File: src/rtl/uart_rx_buffered.sv
// 8N1 UART receiver: 2-flop synchronizer, mid-bit sampling deframer and a
// first-word-fall-through receive FIFO with sticky framing/overrun flags.
//
//   state | meaning
//   IDLE  | line idle, waiting for a falling edge
//   START | half a bit in, confirm start bit is still low
//   DATA  | sample 8 data bits LSB first at mid-bit
//   STOP  | sample stop bit; high pushes the byte, low is a framing error
//   BREAK | line held low after a bad stop bit; wait for it to return high
module uart_rx_buffered #(
    parameter int CLOCK_FREQ = 50_000_000,
    parameter int BAUD_RATE  = 115_200,
    parameter int FIFO_DEPTH = 4
) (
    input  logic                          clk,
    input  logic                          rst,
    input  logic                          serial_in,
    output logic [7:0]                    data_out,
    output logic                          data_out_valid,
    input  logic                          data_out_ready,
    output logic [$clog2(FIFO_DEPTH):0]   fifo_count,
    output logic                          framing_error,
    output logic                          overrun,
    input  logic                          err_clear
);
    localparam int SYMBOL_EDGE_TIME = CLOCK_FREQ / BAUD_RATE;
    localparam int SAMPLE_TIME      = SYMBOL_EDGE_TIME / 2;
    localparam int CNT_W            = $clog2(SYMBOL_EDGE_TIME);
    localparam int PTR_W            = $clog2(FIFO_DEPTH);

    localparam logic [CNT_W-1:0] SYMBOL_LAST = CNT_W'(SYMBOL_EDGE_TIME - 1);
    localparam logic [CNT_W-1:0] SAMPLE_LAST = CNT_W'(SAMPLE_TIME - 1);
    localparam logic [CNT_W-1:0] CNT_ONE     = CNT_W'(1);
    localparam logic [PTR_W-1:0] PTR_ONE     = PTR_W'(1);
    localparam logic [PTR_W:0]   COUNT_ONE   = (PTR_W + 1)'(1);
    localparam logic [PTR_W:0]   COUNT_FULL  = (PTR_W + 1)'(FIFO_DEPTH);

    typedef enum logic [2:0] {IDLE, START, DATA, STOP, BREAK} state_t;

    state_t             state;
    logic               rx_meta;
    logic               rx_s;
    logic [CNT_W-1:0]   clk_cnt;
    logic [2:0]         bit_cnt;
    logic [7:0]         shreg;

    logic [7:0]         mem [FIFO_DEPTH];
    logic [PTR_W-1:0]   wr_ptr;
    logic [PTR_W-1:0]   rd_ptr;

    logic               stop_tick;
    logic               push;
    logic               pop;
    logic               full;
    logic               do_push;

    assign stop_tick      = (state == STOP) && (clk_cnt == SYMBOL_LAST);
    assign push           = stop_tick && rx_s;
    assign data_out_valid = (fifo_count != '0);
    assign data_out       = mem[rd_ptr];
    assign pop            = data_out_valid && data_out_ready;
    assign full           = (fifo_count == COUNT_FULL);
    assign do_push        = push && (!full || pop);

    always_ff @(posedge clk) begin
        if (rst) begin
            rx_meta <= 1'b1;
            rx_s    <= 1'b1;
        end else begin
            rx_meta <= serial_in;
            rx_s    <= rx_meta;
        end
    end

    always_ff @(posedge clk) begin
        if (rst) begin
            state         <= IDLE;
            clk_cnt       <= '0;
            bit_cnt       <= '0;
            shreg         <= '0;
            framing_error <= 1'b0;
        end else begin
            framing_error <= (framing_error && !err_clear) || (stop_tick && !rx_s);
            case (state)
                IDLE: begin
                    clk_cnt <= '0;
                    if (!rx_s) state <= START;
                end
                START: begin
                    if (clk_cnt == SAMPLE_LAST) begin
                        clk_cnt <= '0;
                        bit_cnt <= '0;
                        state   <= rx_s ? IDLE : DATA;
                    end else begin
                        clk_cnt <= clk_cnt + CNT_ONE;
                    end
                end
                DATA: begin
                    if (clk_cnt == SYMBOL_LAST) begin
                        clk_cnt <= '0;
                        shreg   <= {rx_s, shreg[7:1]};
                        bit_cnt <= bit_cnt + 3'd1;
                        if (bit_cnt == 3'd7) state <= STOP;
                    end else begin
                        clk_cnt <= clk_cnt + CNT_ONE;
                    end
                end
                STOP: begin
                    if (stop_tick) begin
                        clk_cnt <= '0;
                        state   <= rx_s ? IDLE : BREAK;
                    end else begin
                        clk_cnt <= clk_cnt + CNT_ONE;
                    end
                end
                BREAK: begin
                    clk_cnt <= '0;
                    if (rx_s) state <= IDLE;
                end
                default: state <= IDLE;
            endcase
        end
    end

    // Push writes on the stop-sample edge so the byte is at the head one cycle later.
    always_ff @(posedge clk) begin
        if (rst) begin
            wr_ptr     <= '0;
            rd_ptr     <= '0;
            fifo_count <= '0;
            overrun    <= 1'b0;
            for (int i = 0; i < FIFO_DEPTH; i++) mem[i] <= '0;
        end else begin
            overrun <= (overrun && !err_clear) || (push && full && !pop);
            if (do_push) begin
                mem[wr_ptr] <= shreg;
                wr_ptr      <= wr_ptr + PTR_ONE;
            end
            if (pop) rd_ptr <= rd_ptr + PTR_ONE;
            case ({do_push, pop})
                2'b10:   fifo_count <= fifo_count + COUNT_ONE;
                2'b01:   fifo_count <= fifo_count - COUNT_ONE;
                default: fifo_count <= fifo_count;
            endcase
        end
    end
endmodule

File: config.mk
export PLATFORM = sky130hd
export DESIGN_NAME = uart_rx_buffered
export DESIGN_NICKNAME = d
export VERILOG_FILES = /design/src/rtl/uart_rx_buffered.sv
export SDC_FILE = /design/constraint.sdc
export NUM_CORES = 1
export LEC_CHECK = 0
export BUFFER_PORTS_ARGS = -buffer_cell sky130_fd_sc_hd__buf_2
export CAP_MARGIN = 20
export CORE_ASPECT_RATIO = 0.5
export CORE_MARGIN = 1
export CORE_UTILIZATION = 41
export DETAILED_ROUTE_END_ITERATION = 16
export PLACE_DENSITY = 0.58
export SKIP_CTS_REPAIR_TIMING = 1
export SYNTH_ARGS = -nofsm -noshare
export SYNTH_HDL_FRONTEND = slang
export SYNTH_SLANG_ARGS = --single-unit
File: constraint.sdc
create_clock -name clk -period 2.8 [get_ports clk]
set_input_delay 0.56 -clock clk [delete_from_list [all_inputs] [get_ports clk]]
set_output_delay 0.56 -clock clk [all_outputs]
set_load 0.1 [all_outputs]
=== Word level (Yosys, flattened, before mapping) ===
Memories as Yosys holds them, arrays and structs flattened. A register that Yosys moved wholly into a read port is not among the register bits.
Index checks and enable logic that the tools add are counted.

* Shift-type cells: 0
* Div/mod/pow operators: 0
* Reductions and logical operators: 26
* Mux-type cells: 27
* Equal/unequal tests: 16
* $lt $le $gt $ge: 0
* $mul: 0
* Add/sub/neg operators: 6
* Bitwise gates (word level): 0

{| class="wikitable"
|+ Operator list
! cell !! number
|-
| 9-bit case mux with 4 select lines || 1
|-
| 3-bit 2-to-1 mux || 9
|-
| 9-bit 2-to-1 mux || 3
|-
| 3-bit case mux with 5 select lines || 1
|-
| 2-bit inequality test, second input constant || 6
|-
| 3-bit case mux with 2 select lines || 2
|-
| 9-bit by 1-bit adder with 9-bit output, second input constant || 1
|-
| 3-bit equality test, second input constant || 3
|-
| 9-bit by 8-bit equality test with 1-bit output, second input constant || 1
|-
| 9-bit equality test, second input constant || 1
|-
| 1-bit logical AND || 9
|-
| 2-bit 2-to-1 mux || 4
|-
| 8-bit 2-to-1 mux || 1
|-
| 8-bit OR reduction || 1
|-
| 3-bit by 1-bit adder with 3-bit output, second input constant || 2
|-
| 3-bit by 2-bit equality test with 1-bit output, second input constant || 2
|-
| 1-bit 2-to-1 mux || 6
|-
| 6-bit AND reduction || 1
|-
| 2-bit by 1-bit adder with 2-bit output, second input constant || 2
|-
| 1-bit zero test || 4
|-
| 2-bit nonzero test || 2
|-
| 4-bit nonzero test || 1
|-
| 3-bit by 1-bit equality test with 1-bit output, second input constant || 1
|-
| 3-bit zero test || 1
|-
| other kinds (8) || 10
|}

* Input bits: 5
* Memory bits (writable): 32
* Memory bits (read-only): 0
* Register bits: 34
* Memories kept: 1
* Bits in latches: 0

{| class="wikitable"
|+ Memory list
! name !! words !! bits a word !! read ports !! clocked after memory_dff !! write ports !! line !! RTL
|-
| mem || 4 || 8 || 1 || 1 || 4 || 47 || <nowiki>logic [7:0] mem [FIFO_DEPTH];</nowiki>
|}

=== Longest topological paths before layout ===
* Word-level depth: 9
* Depth in mapped cells: 10
* Mapped depth without buffers: 10

=== Worst setup path after synthesis ===
OpenSTA, ideal clock, no wires.

* Path type: reg2reg
* From: register fifo_count[0]
* To: register fifo_count[0]
* Period minus slack after synthesis: 2.675 ns
* Arrival time: 2.607 ns
* Library setup time: 0.068 ns
* Setup slack: 0.125 ns
* Stages on the path, launching flop included: 5
* Path through: dfxtp_1 > or3_1 > nand2_1 > or4_1 > nand4_1

* Cells in the longest elaborated chain, start to end: 6
* Elaborated cells between the ends (all ways): 12
* Classes of those cells: 2 x add/sub; 3 x eq/ne; 1 x mux; 6 x reduce/logical

{| class="wikitable"
|+ RTL lines
! element !! line !! RTL
|-
| from (decl) || 21 || <nowiki>output logic [$clog2(FIFO_DEPTH):0] fifo_count,</nowiki>
|-
| from (signal assigned) || 141 || <nowiki>2'b10: fifo_count <= fifo_count + COUNT_ONE;</nowiki>
|-
| from (signal assigned) || 142 || <nowiki>2'b01: fifo_count <= fifo_count - COUNT_ONE;</nowiki>
|-
| from (signal assigned) || 143 || <nowiki>default: fifo_count <= fifo_count;</nowiki>
|-
| 3-bit nonzero test * || 59 || <nowiki>assign data_out_valid = (fifo_count != '0);</nowiki>
|-
| named net data_out_valid || 19 || <nowiki>output logic data_out_valid,</nowiki>
|-
| 1-bit logical AND * || 61 || <nowiki>assign pop = data_out_valid && data_out_ready;</nowiki>
|-
| 1-bit logical OR || 63 || <nowiki>assign do_push = push && (!full || pop);</nowiki>
|-
| 1-bit logical AND || 63 ||
|-
| 2-bit by 1-bit equality test with 1-bit output or 2-bit equality test (tied branches) || 140 || <nowiki>case ({do_push, pop})</nowiki>
|-
| 3-bit case mux with 2 select lines or 2-bit nonzero test (tied branches) || n/a ||
|}

The timed path passes the listed nets; every way through them passes the cells marked *.
A chain may end at the register's enable or synchronous reset.

==> results.txt <==
fin crit share: 0.877
Final Cell Area: 3700 um2
share of cells above drive strength 1: 0.178
GRT overflow: 0
Ports: 19
count of unique library cells instantiated by Yosys: 52
final slew viol count: 0
largest area contributor in the netlist: edfxtp_1
top area cells in the synthesized netlist: edfxtp_1, dfxtp_1, and2_1
Fin Setup TNS: 0 ns
setup slack after layout: 0.344 ns
H-tree lvl count: 3
Starting DRT DRC Count: 126
slew of the pin with the lowest slew margin: 0.692 ns
commonest cells in the netlist: dfxtp_1, and2_1, edfxtp_1
synthesized instance count: 296
Data arrival, critical path: 2.45 ns
Peak VDD IR: 290 uV
critical path fanouts, max: 9
diode count: 0
vias in the first global route: 2121
final hold violations: 0
row count: 22
vias per inst: 5.16
Die X: 128 um
Total GRT Usage: 0.173
full die area: 8270 um2
DR WL/cell: 14.6 um
input/output buffers: 18
power per cell area: 640 nW/um2
Setup crit end kind: register
largest net degree at the start of global routing: 35
Post-Syn Area per Cell: 10.9 um2
clk_lat worst skew: 0.33 ns
first-pass GRT wire length: 10600 um
CTS tree: done
Setup Viol. Count Final: 0
Post-synth EDFFs: 32
count leader, synth: dfxtp_1
DP HPWL: 4320 um
maximum clock path buffer count: 2
Core Box Area: 7490 um2
P&R area growth vs syn: 14.3%
Initial Util: 0.432
share of the synthesized area in the top cell type: 0.297
Mapped Nets: 307
die height: 64.8 um
DRC Markers: 0
startpoint types: register
placed cell areas: 3430 um2
status: complete, no violations
RSZ-0062 raised after global routing: no
initial antenna violation count: 0
Max Freq: 407 MHz
WL final: 6280 um
root buf cell: clkbuf_16
clk slew on worst S/H paths: 0.05 ns
Async SR Flop Fraction: 0
hold crit path type: reg2reg
final net count: 327
Yosys reg bits: 68
Synth warnings: 0
WP data required: 2.79 ns
drt first pass iters: 5
Final min period: 2.46 ns
leakage: 1.24 nW
cts bufs inserted: 9
antenna-violating nets left: 0
Setup Crit Path Kind: reg2reg
clock sink total: 68
Worst Skew: 0.00727 ns
Synth Flop Type: dfxtp_1
gpl congestion: 0.792
Worst slew margin: 0.536
sequential fraction of the synthesis area: 0.520
pre-CTS worst setup slack: 0.366 ns
vias post-DR: 2212
filler instances: 701
max cap viols: 0
Post-Syn Area: 3230 um2
critical path, stage by stage (launching register included):
cell and delay, ns:
dfxtp_1 0.38, or4b_1 0.64, or3_4 0.42, nor4_4 0.31, or2_1 0.37
state kept, by name, indices dropped and copies added (netlist names), named ones only:
name           cells
mem               32
clk_cnt            9
state              3
fifo_count         3
wr_ptr             2
rx_s               1
rd_ptr             2
framing_error      1
overrun            1
bit_cnt            3
rx_meta            1
shreg              8
logic make-up (layout without fill, tap and decap cells):
logic type	after synthesis	count (layout)	share of synthesized area
AND/OR/NAND/NOR	144	144	0.267
multiplexers	9	9	0.0592
buffers and inverters	22	47	0.0290
flip-flops	68	68	0.520
XOR/XNOR	11	11	0.0298
adder cells (fa/ha/maj)	6	6	0.0255
AO/OA/AOI/OAI	36	36	0.0692
placed cells by master, fill, tap and decap left out, drive strengths merged, types with 2 or more instances in the layout:
cell	netlist	layout
nand3	7	7
xnor2	6	6
nor3	6	6
clkinv	0	3
and2	33	33
nand4	8	8
or3	5	5
dfxtp	36	36
nand4b	5	5
and3	2	2
nand4bb	2	2
a32o	2	2
nor3b	2	2
buf	5	23
nand2b	5	5
nand2	25	25
o21ai	5	5
inv	8	8
ha	5	5
a31oi	2	2
edfxtp	32	32
or2	5	5
o211ai	2	2
clkinvlp	0	2
mux4	8	8
a21oi	17	17
or4b	2	2
xor2	5	5
nor2	21	21
clkbuf	9	11
or4	5	5
nor2b	3	3
nor4	3	3
a31o	2	2
through the flow:
stage	utilization	power, W	hold WS, ns	cells
after floorplan	-	0.00135	0.389	296
after global placement	0.459	0.00139	0.393	413
after detailed placement	0.459	0.00139	0.395	413
after CTS	0.494	0.00238	0.410	429
after global routing	0.494	0.00246	0.419	429
final	0.494	0.00237	0.406	429
layer usage:
metal / GRT usage / part of all wire
met1: 0.229 / 0.50
met2: 0.270 / 0.46
met3: 0.0504 / 0.028
met4: 0.0706 / 0.013
met5: 0 / 0
path summary, 6_finish.rpt:
path | from | cells past startpoint | slack (ns) | endpoint
max reg2reg | clk_cnt[2] | 4 | 0.34 | mem[1][6]
min reg2reg | rx_meta | 1 | 0.41 | rx_s
max | clk_cnt[2] | 4 | 0.34 | mem[1][6]
min | rx_meta | 1 | 0.41 | rx_s
cell type report:
type	instances	area [um2]	area share
sequential	68	1680	0.455
multi-input combinational	206	1460	0.395
clock buffer	11	233	0.0630
tap	108	135	0.0366
timing repair buffer	23	128	0.0345
clock inverter	5	30.0	0.00812
inverter	8	30.0	0.00812
where the power goes:
group          internal (W)  total [W]  switching [W]
registers           0.00108    0.00113      0.0000521
logic             0.0000966   0.000244       0.000147
clock network      0.000594   0.000990       0.000397
(Power assumes the default switching activity.)
